$ cat src/rtl/matrix_mac_unit.sv
// matrix_mac_unit: binary32 matrix multiply-accumulate engine.
//   Out = In1 x In2 (mode=0) or In1 x In2 + In3 (mode=1), In1 is MxK, In2 is KxN.
//   One multiply-add per cycle, loop order i, j, k (k fastest); product and sum
//   are rounded separately to nearest-even, subnormals flushed to zero.
// Ports:
//   clk        rising-edge clock
//   rst        asynchronous active-low reset
//   load       start request, sampled in IDLE; captures In1/In2/In3/mode
//   mode       0: A*B, 1: A*B+C
//   In1/In2/In3 row-major matrices A, B, C, element [0][0] in the MSBs
//   out_ack    consumer has taken Out (honoured only in DONE)
//   Out        row-major result, valid while out_ready=1
//   out_ready  result valid, held until out_ack
//   busy       high in COMPUTE and DONE
module matrix_mac_unit #(
    parameter int unsigned NUM_FIRST_ROW  = 2,
    parameter int unsigned NUM_FIRST_COL  = 2,
    parameter int unsigned NUM_SECOND_COL = 2
) (
    input  logic                                        clk,
    input  logic                                        rst,
    input  logic                                        load,
    input  logic                                        mode,
    input  logic [NUM_FIRST_ROW*NUM_FIRST_COL*32-1:0]   In1,
    input  logic [NUM_FIRST_COL*NUM_SECOND_COL*32-1:0]  In2,
    input  logic [NUM_FIRST_ROW*NUM_SECOND_COL*32-1:0]  In3,
    input  logic                                        out_ack,
    output logic [NUM_FIRST_ROW*NUM_SECOND_COL*32-1:0]  Out,
    output logic                                        out_ready,
    output logic                                        busy
);
    localparam int unsigned M   = NUM_FIRST_ROW;
    localparam int unsigned K   = NUM_FIRST_COL;
    localparam int unsigned N   = NUM_SECOND_COL;
    localparam int unsigned IW  = (M > 1) ? $clog2(M) : 1;
    localparam int unsigned KW  = (K > 1) ? $clog2(K) : 1;
    localparam int unsigned JW  = (N > 1) ? $clog2(N) : 1;
    localparam int unsigned AW  = M * K * 32;
    localparam int unsigned BW  = K * N * 32;
    localparam int unsigned CW  = M * N * 32;
    localparam logic [31:0] QNAN = 32'h7FC0_0000;

    typedef enum logic [1:0] {S_IDLE, S_COMPUTE, S_DONE} state_e;

    // Rounded binary32 multiply with zero-flushing of subnormal inputs and results.
    function automatic logic [31:0] fp_mul(input logic [31:0] a, input logic [31:0] b);
        logic               sr;
        logic               a_zero, b_zero, a_inf, b_inf, a_nan, b_nan;
        logic [47:0]        prod;
        logic [22:0]        frac;
        logic               g, st;
        logic [24:0]        rnd;
        logic signed [10:0] e;
        logic [31:0]        r;
        sr     = a[31] ^ b[31];
        a_zero = (a[30:23] == 8'd0);
        b_zero = (b[30:23] == 8'd0);
        a_inf  = (a[30:23] == 8'hFF) && (a[22:0] == 23'd0);
        b_inf  = (b[30:23] == 8'hFF) && (b[22:0] == 23'd0);
        a_nan  = (a[30:23] == 8'hFF) && (a[22:0] != 23'd0);
        b_nan  = (b[30:23] == 8'hFF) && (b[22:0] != 23'd0);
        prod   = 48'({1'b1, a[22:0]}) * 48'({1'b1, b[22:0]});
        e      = 11'(a[30:23]) + 11'(b[30:23]) - 11'sd127;
        // Product of two 1.x mantissas lies in [1,4); renormalise when it reaches 2.
        if (prod[47]) begin
            frac = prod[46:24];
            g    = prod[23];
            st   = |prod[22:0];
            e    = e + 11'sd1;
        end else begin
            frac = prod[45:23];
            g    = prod[22];
            st   = |prod[21:0];
        end
        rnd = {2'b01, frac} + 25'(g & (st | frac[0]));
        if (rnd[24]) begin
            frac = rnd[23:1];
            e    = e + 11'sd1;
        end else begin
            frac = rnd[22:0];
        end
        if (a_nan || b_nan)                        r = QNAN;
        else if ((a_inf && b_zero) || (a_zero && b_inf)) r = QNAN;
        else if (a_inf || b_inf)                   r = {sr, 8'hFF, 23'd0};
        else if (a_zero || b_zero)                 r = {sr, 31'd0};
        else if (e >= 11'sd255)                    r = {sr, 8'hFF, 23'd0};
        else if (e <= 11'sd0)                      r = {sr, 31'd0};
        else                                       r = {sr, e[7:0], frac};
        return r;
    endfunction

    // Rounded binary32 add with three guard/round/sticky bits below the mantissa.
    function automatic logic [31:0] fp_add(input logic [31:0] a, input logic [31:0] b);
        logic               a_zero, b_zero, a_inf, b_inf, a_nan, b_nan;
        logic [31:0]        x, y;
        logic [7:0]         d;
        logic [26:0]        mx, my, shifted, mask, n;
        logic [27:0]        s;
        logic [22:0]        frac;
        logic               g, st, found;
        logic [24:0]        rnd;
        logic signed [10:0] e;
        int unsigned        lz;
        logic [31:0]        r;
        a_zero = (a[30:23] == 8'd0);
        b_zero = (b[30:23] == 8'd0);
        a_inf  = (a[30:23] == 8'hFF) && (a[22:0] == 23'd0);
        b_inf  = (b[30:23] == 8'hFF) && (b[22:0] == 23'd0);
        a_nan  = (a[30:23] == 8'hFF) && (a[22:0] != 23'd0);
        b_nan  = (b[30:23] == 8'hFF) && (b[22:0] != 23'd0);
        // x holds the operand of larger magnitude; its sign is the result sign.
        if (a[30:0] >= b[30:0]) begin
            x = a;
            y = b;
        end else begin
            x = b;
            y = a;
        end
        d  = x[30:23] - y[30:23];
        mx = {1'b1, x[22:0], 3'b000};
        my = {1'b1, y[22:0], 3'b000};
        if (d >= 8'd27) begin
            shifted = 27'd1;
        end else begin
            mask    = (27'd1 << d) - 27'd1;
            shifted = (my >> d) | 27'(|(my & mask));
        end
        e  = 11'(x[30:23]);
        lz = 0;
        found = 1'b0;
        if (x[31] == y[31]) begin
            s = 28'(mx) + 28'(shifted);
            if (s[27]) begin
                n = s[27:1] | 27'(s[0]);
                e = e + 11'sd1;
            end else begin
                n = s[26:0];
            end
        end else begin
            s = 28'(mx) - 28'(shifted);
            n = s[26:0];
            for (int i = 26; i >= 0; i--) begin
                if (!found) begin
                    if (n[i]) found = 1'b1;
                    else      lz = lz + 1;
                end
            end
            n = n << lz;
            e = e - 11'(lz);
        end
        frac = n[25:3];
        g    = n[2];
        st   = n[1] | n[0];
        rnd  = {2'b01, frac} + 25'(g & (st | frac[0]));
        if (rnd[24]) begin
            frac = rnd[23:1];
            e    = e + 11'sd1;
        end else begin
            frac = rnd[22:0];
        end
        if (a_nan || b_nan)                        r = QNAN;
        else if (a_inf && b_inf && (a[31] != b[31])) r = QNAN;
        else if (a_inf)                            r = {a[31], 8'hFF, 23'd0};
        else if (b_inf)                            r = {b[31], 8'hFF, 23'd0};
        else if (a_zero && b_zero)                 r = {a[31] & b[31], 31'd0};
        else if (a_zero)                           r = b;
        else if (b_zero)                           r = a;
        else if (n == 27'd0)                       r = 32'd0;
        else if (e >= 11'sd255)                    r = {x[31], 8'hFF, 23'd0};
        else if (e <= 11'sd0)                      r = {x[31], 31'd0};
        else                                       r = {x[31], e[7:0], frac};
        return r;
    endfunction

    state_e          state_q, state_d;
    logic [IW-1:0]   i_q, i_d;
    logic [JW-1:0]   j_q, j_d;
    logic [KW-1:0]   k_q, k_d;
    logic            mode_q, mode_d;
    logic [AW-1:0]   a_q, a_d;
    logic [BW-1:0]   b_q, b_d;
    logic [CW-1:0]   c_q, c_d;
    logic [31:0]     acc_q, acc_d;
    logic [CW-1:0]   out_q, out_d;
    logic            out_ready_q, out_ready_d;
    logic            busy_q, busy_d;

    logic [31:0]     a_idx_c, b_idx_c, o_idx_c;
    logic [31:0]     a_el_c, b_el_c, c_el_c, prod_c, addend_c, sum_c;

    // Operand selection and the single multiply-add stage.
    always_comb begin
        a_idx_c  = (M * K - 1 - (32'(i_q) * K + 32'(k_q))) * 32;
        b_idx_c  = (K * N - 1 - (32'(k_q) * N + 32'(j_q))) * 32;
        o_idx_c  = (M * N - 1 - (32'(i_q) * N + 32'(j_q))) * 32;
        a_el_c   = a_q[a_idx_c +: 32];
        b_el_c   = b_q[b_idx_c +: 32];
        c_el_c   = c_q[o_idx_c +: 32];
        prod_c   = fp_mul(a_el_c, b_el_c);
        addend_c = (k_q == '0) ? (mode_q ? c_el_c : 32'd0) : acc_q;
        sum_c    = fp_add(addend_c, prod_c);
    end

    // Next-state, loop counters and result write-back.
    always_comb begin
        state_d = state_q;
        i_d     = i_q;
        j_d     = j_q;
        k_d     = k_q;
        mode_d  = mode_q;
        a_d     = a_q;
        b_d     = b_q;
        c_d     = c_q;
        acc_d   = acc_q;
        out_d   = out_q;
        case (state_q)
            S_IDLE: begin
                if (load) begin
                    a_d     = In1;
                    b_d     = In2;
                    c_d     = In3;
                    mode_d  = mode;
                    i_d     = '0;
                    j_d     = '0;
                    k_d     = '0;
                    state_d = S_COMPUTE;
                end
            end
            S_COMPUTE: begin
                acc_d = sum_c;
                if (k_q == KW'(K - 1)) begin
                    out_d[o_idx_c +: 32] = sum_c;
                    k_d = '0;
                    if (j_q == JW'(N - 1)) begin
                        j_d = '0;
                        if (i_q == IW'(M - 1)) begin
                            i_d     = '0;
                            state_d = S_DONE;
                        end else begin
                            i_d = i_q + IW'(1);
                        end
                    end else begin
                        j_d = j_q + JW'(1);
                    end
                end else begin
                    k_d = k_q + KW'(1);
                end
            end
            S_DONE: begin
                if (out_ack) state_d = S_IDLE;
            end
            default: state_d = S_IDLE;
        endcase
        out_ready_d = (state_d == S_DONE);
        busy_d      = (state_d == S_COMPUTE) || (state_d == S_DONE);
    end

    // State and datapath registers.
    always_ff @(posedge clk or negedge rst) begin
        if (!rst) begin
            state_q     <= S_IDLE;
            i_q         <= '0;
            j_q         <= '0;
            k_q         <= '0;
            mode_q      <= 1'b0;
            a_q         <= '0;
            b_q         <= '0;
            c_q         <= '0;
            acc_q       <= '0;
            out_q       <= '0;
            out_ready_q <= 1'b0;
            busy_q      <= 1'b0;
        end else begin
            state_q     <= state_d;
            i_q         <= i_d;
            j_q         <= j_d;
            k_q         <= k_d;
            mode_q      <= mode_d;
            a_q         <= a_d;
            b_q         <= b_d;
            c_q         <= c_d;
            acc_q       <= acc_d;
            out_q       <= out_d;
            out_ready_q <= out_ready_d;
            busy_q      <= busy_d;
        end
    end

    assign Out       = out_q;
    assign out_ready = out_ready_q;
    assign busy      = busy_q;

endmodule
$ cat config.mk
export PLATFORM = sky130hd
export DESIGN_NAME = matrix_mac_unit
export DESIGN_NICKNAME = d
export VERILOG_FILES = /design/src/rtl/matrix_mac_unit.sv
export SDC_FILE = /design/constraint.sdc
export NUM_CORES = 2
export LEC_CHECK = 0
export CELL_PAD_IN_SITES_DETAIL_PLACEMENT = 0
export CELL_PAD_IN_SITES_GLOBAL_PLACEMENT = 2
export CORE_AREA = 2 2 381 383
export DETAILED_ROUTE_END_ITERATION = 12
export DIE_AREA = 0 0 383 385
export DONT_BUFFER_PORTS = 1
export GPL_TIMING_DRIVEN = 0
export PLACE_DENSITY_LB_ADDON = 0.25
export SLEW_MARGIN = 20
export SYNTH_ARGS = -nofsm -noshare
export SYNTH_HDL_FRONTEND = slang
export SYNTH_SLANG_ARGS = --single-unit
$ cat constraint.sdc
create_clock -name clk -period 71.8 [get_ports clk]
set_input_delay 14.36 -clock clk [delete_from_list [all_inputs] [get_ports clk]]
set_output_delay 14.36 -clock clk [all_outputs]
set_load 0.02 [all_outputs]
[Yosys cells after proc, flatten, opt, wreduce, memory -nomap -nowiden]
Index checks and enable logic that the tools add are counted.
Storage, ports and cells
  input port bits: 389
  memory bits (writable): 0
  output and inout bits: 130
  flip-flop bits (word level): 552
  latch bits: 0
  bits in read-only memories: 0
  word-level logic and storage cells: 348
  memories: 0
Operators by class
  bitwise gates (word level): 10
  equality and inequality tests: 13
  mux-type cells: 207
  divide/modulo/power cells: 0
  add/sub/neg operators: 49
  shift operators: 8
  $mul: 1
  magnitude comparators: 6
  reductions and logical operators: 42
Operators by type and width (count)
  $mux W32: 93
  $add A32 B1 Y32 const B: 26
  $shiftx A128 B33 Y32: 3
  $mux W31: 6
  $bwmux W128: 1
  $shift A32 B34 Y128 const A: 1
  $shiftx A32 B34 Y128: 1
  $logic_not A23 Y1: 4
  $reduce_bool A23 Y1: 4
  $mux W1: 87
  $mux W27: 3
  $mux W23: 3
  $or A27 B1 Y27: 2
  $add A24 B1 Y25: 2
  $mul A24 B24 Y48: 1
  $mux W11: 4
  $neg A32 Y34: 1
  $eq A8 B8 Y1 const B: 4
  $logic_not A8 Y1: 4
  $shl A27 B32 Y27: 1
  $ge A31 B31 Y1: 1
  $add A27 B27 Y28: 1
  $and A27 B27 Y27: 1
  $logic_not A27 Y1: 1
  other kinds (39): 81

[Longest topological paths before layout]
  depth after elaboration: 153
  depth in mapped cells: 208
  depth with buffers taken out: 191

[Worst setup path before layout]
Ideal clock, no wire load.
  path type: reg-to-reg
  start point: register j_q
  end point: register acc_q[20]
  library setup time: 0.122 ns
  cell stages (with the launch flop): 198
  arrival time: 39.689 ns
  setup slack: 31.990 ns
  required time: 71.678 ns
  cells stage by stage: dfrtp_1 -> clkbuf_1 -> buf_2 -> buf_2 -> buf_2 -> buf_2 -> mux2i_1 -> nand2_1 -> o21ai_1 -> clkbuf_1 -> nor2_1 -> fa_1 -> fa_1 -> inv_1 -> fa_1 -> inv_1 -> fa_1 -> inv_1 -> [... 162 more ...] -> or4_1 -> a21oi_1 -> nand3b_4 -> a21oi_1 -> mux2_2 -> nand2_1 -> o41ai_1 -> ha_1 -> nor2b_1 -> nand4b_1 -> nor4_2 -> buf_2 -> nand3_1 -> xor2_1 -> nor3b_1 -> nor3_2 -> a221o_1 -> a32o_1
On the way
  word-level cells in the longest chain between the ends: 151
  elaborated cells on any way between the ends: 288
  those cells by class: 43 x add/sub; 1 x mul; 6 x order compare; 5 x eq/ne; 5 x shift; 190 x mux; 9 x bitwise; 29 x reduce/logical
RTL lines
  from (decl): RTL line 177  | logic [JW-1:0] j_q, j_d;
  from (signal assigned): RTL line 276  | j_q <= j_d;
  $add A2 B1 Y3: RTL line 194  | b_idx_c = (K * N - 1 - (32'(k_q) * N + 32'(j_q))) * 32;
  $sub A2 B3 Y4: RTL line 194
  $shiftx A128 B33 Y32: RTL line 197  | b_el_c = b_q[b_idx_c +: 32];
  $mul A24 B24 Y48: RTL line 62  | prod = 48'({1'b1, a[22:0]}) * 48'({1'b1, b[22:0]});
  $reduce_or A23 Y1 / $reduce_or A22 Y1 (equally long branches): RTL line 68, 73
  $mux W1: RTL line 65  | if (prod[47]) begin
  $or A1 B1 Y1: RTL line 75  | rnd = {2'b01, frac} + 25'(g & (st | frac[0]));
  $and A1 B1 Y1: RTL line 75
  [... 135 more ...]
  $mux W32: RTL line 168  | else if (n == 27'd0) r = 32'd0;
  $mux W32: RTL line 167  | else if (b_zero) r = a;
  $mux W32: RTL line 166  | else if (a_zero) r = b;
  $mux W32: RTL line 165  | else if (a_zero && b_zero) r = {a[31] & b[31], 31'd0};
  $mux W32: RTL line 164  | else if (b_inf) r = {b[31], 8'hFF, 23'd0};
  $mux W32: RTL line 163  | else if (a_inf) r = {a[31], 8'hFF, 23'd0};
  $mux W32: RTL line 162  | else if (a_inf && b_inf && (a[31] != b[31])) r = QNAN;
  $mux W32 (*): RTL line 161  | if (a_nan || b_nan) r = QNAN;
  to (signal assigned): RTL line 269  | acc_q <= '0;
  to (signal assigned): RTL line 282  | acc_q <= acc_d;
  to (decl): RTL line 183  | logic [31:0] acc_q, acc_d;
Every way passes the cells marked *; elsewhere a longest branch is shown, timed or not. The select of a mux whose other input is x is not followed.
A chain may end at the register's enable or synchronous reset.

[Worst setup path after layout]
  start point: register k_q
  end point: register out_q[5], in the netlist Out[5]
On the way
  word-level cells in the longest chain between the ends: 153
  elaborated cells on any way between the ends: 297
  those cells by class: 43 x add/sub; 1 x mul; 6 x order compare; 6 x eq/ne; 6 x shift; 190 x mux; 10 x bitwise; 35 x reduce/logical
RTL lines
  from (decl): RTL line 178  | logic [KW-1:0] k_q, k_d;
  from (signal assigned): RTL line 277  | k_q <= k_d;
  $add A2 B1 Y3 (on tied branches): RTL line 193, 194
  $sub A2 B3 Y4 (on tied branches): RTL line 193, 194
  $shiftx A128 B33 Y32 (on tied branches): RTL line 196, 197
  $mul A24 B24 Y48: RTL line 62
  $reduce_or A23 Y1 / $reduce_or A22 Y1 (equally long branches): RTL line 68, 73
  $mux W1: RTL line 65
  $or A1 B1 Y1: RTL line 75
  $and A1 B1 Y1: RTL line 75
  [... 137 more ...]
  $mux W32: RTL line 166
  $mux W32: RTL line 165
  $mux W32: RTL line 164
  $mux W32: RTL line 163
  $mux W32: RTL line 162
  $mux W32: RTL line 161
  $shiftx A32 B34 Y128: RTL line 232  | out_d[o_idx_c +: 32] = sum_c;
  $bwmux W128: RTL line 232
  to (signal assigned): RTL line 283  | out_q <= out_d;
  to (decl): RTL line 184  | logic [CW-1:0] out_q, out_d;
Parallel ways exist; a longest one is shown, timed or not. The select of a mux whose other input is x is not followed.

==> metrics <==
clk root buf=clkbuf_16; initial antenna violation count=between 60 and 70; Worst R2R Start=k_q; Die X=383 um; CTS Sinks=552; worst flop-to-flop path endpoint=Out[5]; CP startpoint kind=register; CTS tree=done; R2R setup slack=18,540 ps; FP Rows=139; # fillers=roughly 14,000; CP Max Fanout=10; DRT iter0 DRCs=5,476; max-cap viol count=0; total negative slack=0 ps; fin crit share=74.2%; WP data required=72,250 ps; FF+latch count, synth=~550; actual slew at the worst max-slew pin=2330 ps; total grt overflow=0; R2R depth=190; Syn-to-layout area delta=6.67%; Ys Warns=0; Die Span Y=385 um; Max Clk Rate=18.8 MHz; final setup fails=0; critical path arrival=53,720 ps; RSZ-0062 raised after global routing=false; clk_lat worst skew=630 ps; Hold Path Stages=2; Longest Clk Path Bufs=3; slowest CP cell=nor3_1; largest net degree at the start of global routing=553; layout cells sized above 1=~11%; CTS buffer count=48; post-CTS setup buffer count=0; mapped cell area=62,600 sq um; global-route wire length before repair=370,000 um; DR pass1 iterations=6; Vias/cell=6.12; Post-Syn Instances=just over 7,000; gpl congestion=0.994; fin crit period=53,260 ps; Avg WL per Cell=27.5 um; Mean Syn Cell Area=8.79 sq um; kind of end point of the critical path=register; Critical Path Most Common Cell=ha_1; htree depth=2; Seq/Total Area, Yosys=22.1%; failing checks=max-slew violations; Worst Hold Launch=acc_q[11]; Clock Skew=32.6 ps; Final Routed Wirelength=251,000 um; Post-synth EDFFs=0; Hold Crit Class=register to register; All-Layer GR Usage=33.5%; Slew Limit Fails=approximately 330; Fin. Hold Viols=0; vias in the first global route=~55,000; run status=complete, but fails checks; Core Box Area=around 140,000 sq um; starting density of the core=43.7%; residual DRC count=0; count of different cell masters after synthesis=123; FFs w/ async S/R, synth=100%; clock-pin slew on the worst setup and hold paths=70 ps; synthesized net count=8,305; DIE AREA=147,000 sq um; post-route ant nets=0; crit-path max cell delay=~920 ps; vias=between 50,000 and 60,000; post-CTS sizing=0; Port Buf Inserts=0; Worst Hold End=acc_q[11]; nets=8,362; Most used DFF post-synth=dfrtp_1; hpwl dp=208,000 um; Max-Slew Margin vs Limit=-55.4%; Crit Path Category=register to register; Top Ports=519; cts hold-fix bufs=0
==> cell usage after synthesis, drive strengths merged, types with 67 or more instances <==
cell	count	area, sq um
nand2	888	3330
inv	714	2680
nor2	695	2620
dfrtp	552	13800
fa	485	9710
mux2	466	5250
o21ai	352	1770
ha	313	3920
a21oi	287	1460
clkbuf	261	985
xnor2	165	1450
nand3	143	716
mux2i	129	1290
buf	125	653
nor3	109	583
nand4	90	569
and2	75	469
xor2	69	612
mux4	67	1510
==> cells by family (layout without fill, tap and decap cells) <==
kind of cell	Yosys count	count (layout)	share of synthesized area [%]
compound gates	1382	1382	14.9
xor+xnor	250	250	3.89
fa+ha+maj	799	799	21.8
buf+inv	1121	1209	7.11
flops	552	552	22.1
mux	662	662	12.9
other cells	0	39	0
simple gates	2352	2352	17.3
==> cell usage in the layout (no fill, tap or decap), types with 143 or more instances in the layout <==
cell      Yosys  layout
mux2_2      465     465
a21oi_1     281     281
nand3_1     143     143
inv_1       708     708
clkbuf_1    257     265
ha_1        313     313
xnor2_1     164     164
nor2_1      691     690
dfrtp_1     552     552
o21ai_0     304     293
fa_1        485     485
nand2_1     888     888
==> per-stage QoR <==
| stage | cells | hold WS, ps | instance area [sq um] | worst slack, ps | util, % |
|---|---|---|---|---|---|
| after floorplan | 7118 | 444 | 62600 | 31990 | - |
| after global placement | 9021 | 465 | 65000 | 19550 | 45.4 |
| after detailed placement | 9028 | 476 | 65000 | 20080 | 45.4 |
| after CTS | 9109 | 490 | 66600 | 19870 | 46.6 |
| after global routing | 9140 | 513 | 66700 | 15290 | 46.6 |
| final | 9148 | 490 | 66700 | 18540 | 46.6 |
==> worst max path at each step <==
stage	slack, ps	to	start
floorplan	31990	acc_q[20]	j_q
global placement	19550	Out[6]	j_q
detailed placement	20080	Out[5]	j_q
CTS	19870	Out[5]	k_q
global route	15290	Out[85]	k_q
finish	18540	Out[5]	k_q
==> registers in the layout (all words and copies together) (netlist names) <==
| name | flops |
|---|---|
| Out | 128 |
| a_q | 128 |
| acc_q | 32 |
| b_q | 128 |
| busy | 1 |
| c_q | 128 |
| i_q | 1 |
| j_q | 1 |
| k_q | 1 |
| mode_q | 1 |
| out_ready | 1 |
| state_q | 2 |
==> cell type report <==
cell class	instances	area, sq um	share of cell area (%)
buffer	397	1730	2.60
multi-input combinational	5445	44400	66.5
antenna	39	97.6	0.146
clock inverter	16	233	0.349
sequential	552	13800	20.7
clock buffer	65	1360	2.03
tap	1903	2380	3.57
inverter	724	2720	4.07
timing repair buffer	7	53.8	0.0806
==> critical path: cells and delay by family, from the launching register on <==
kind	cells	cell delay, ps
AO/OA/AOI/OAI	54	13690
AND/OR/NAND/NOR	55	12960
adder cells (fa/ha/maj)	37	12870
buffers and inverters	29	9270
multiplexers	12	2980
XOR/XNOR	3	790
flip-flops	1	440
==> metal layers <==
| layer | part of all wire (%) | wire length (um) | global-route usage, % |
|---|---|---|---|
| met3 | 8.9 | 22300 | 7.05 |
| met5 | 0.12 | 299 | 0 |
| met4 | 3.1 | 7800 | 10.4 |
| met2 | 45 | 112000 | 51.8 |
| met1 | 43 | 109000 | 46.9 |
Power is left out: the tool's default activity adds up to more than one toggle a clock period on the data nets, which glitch-free logic cannot reach.
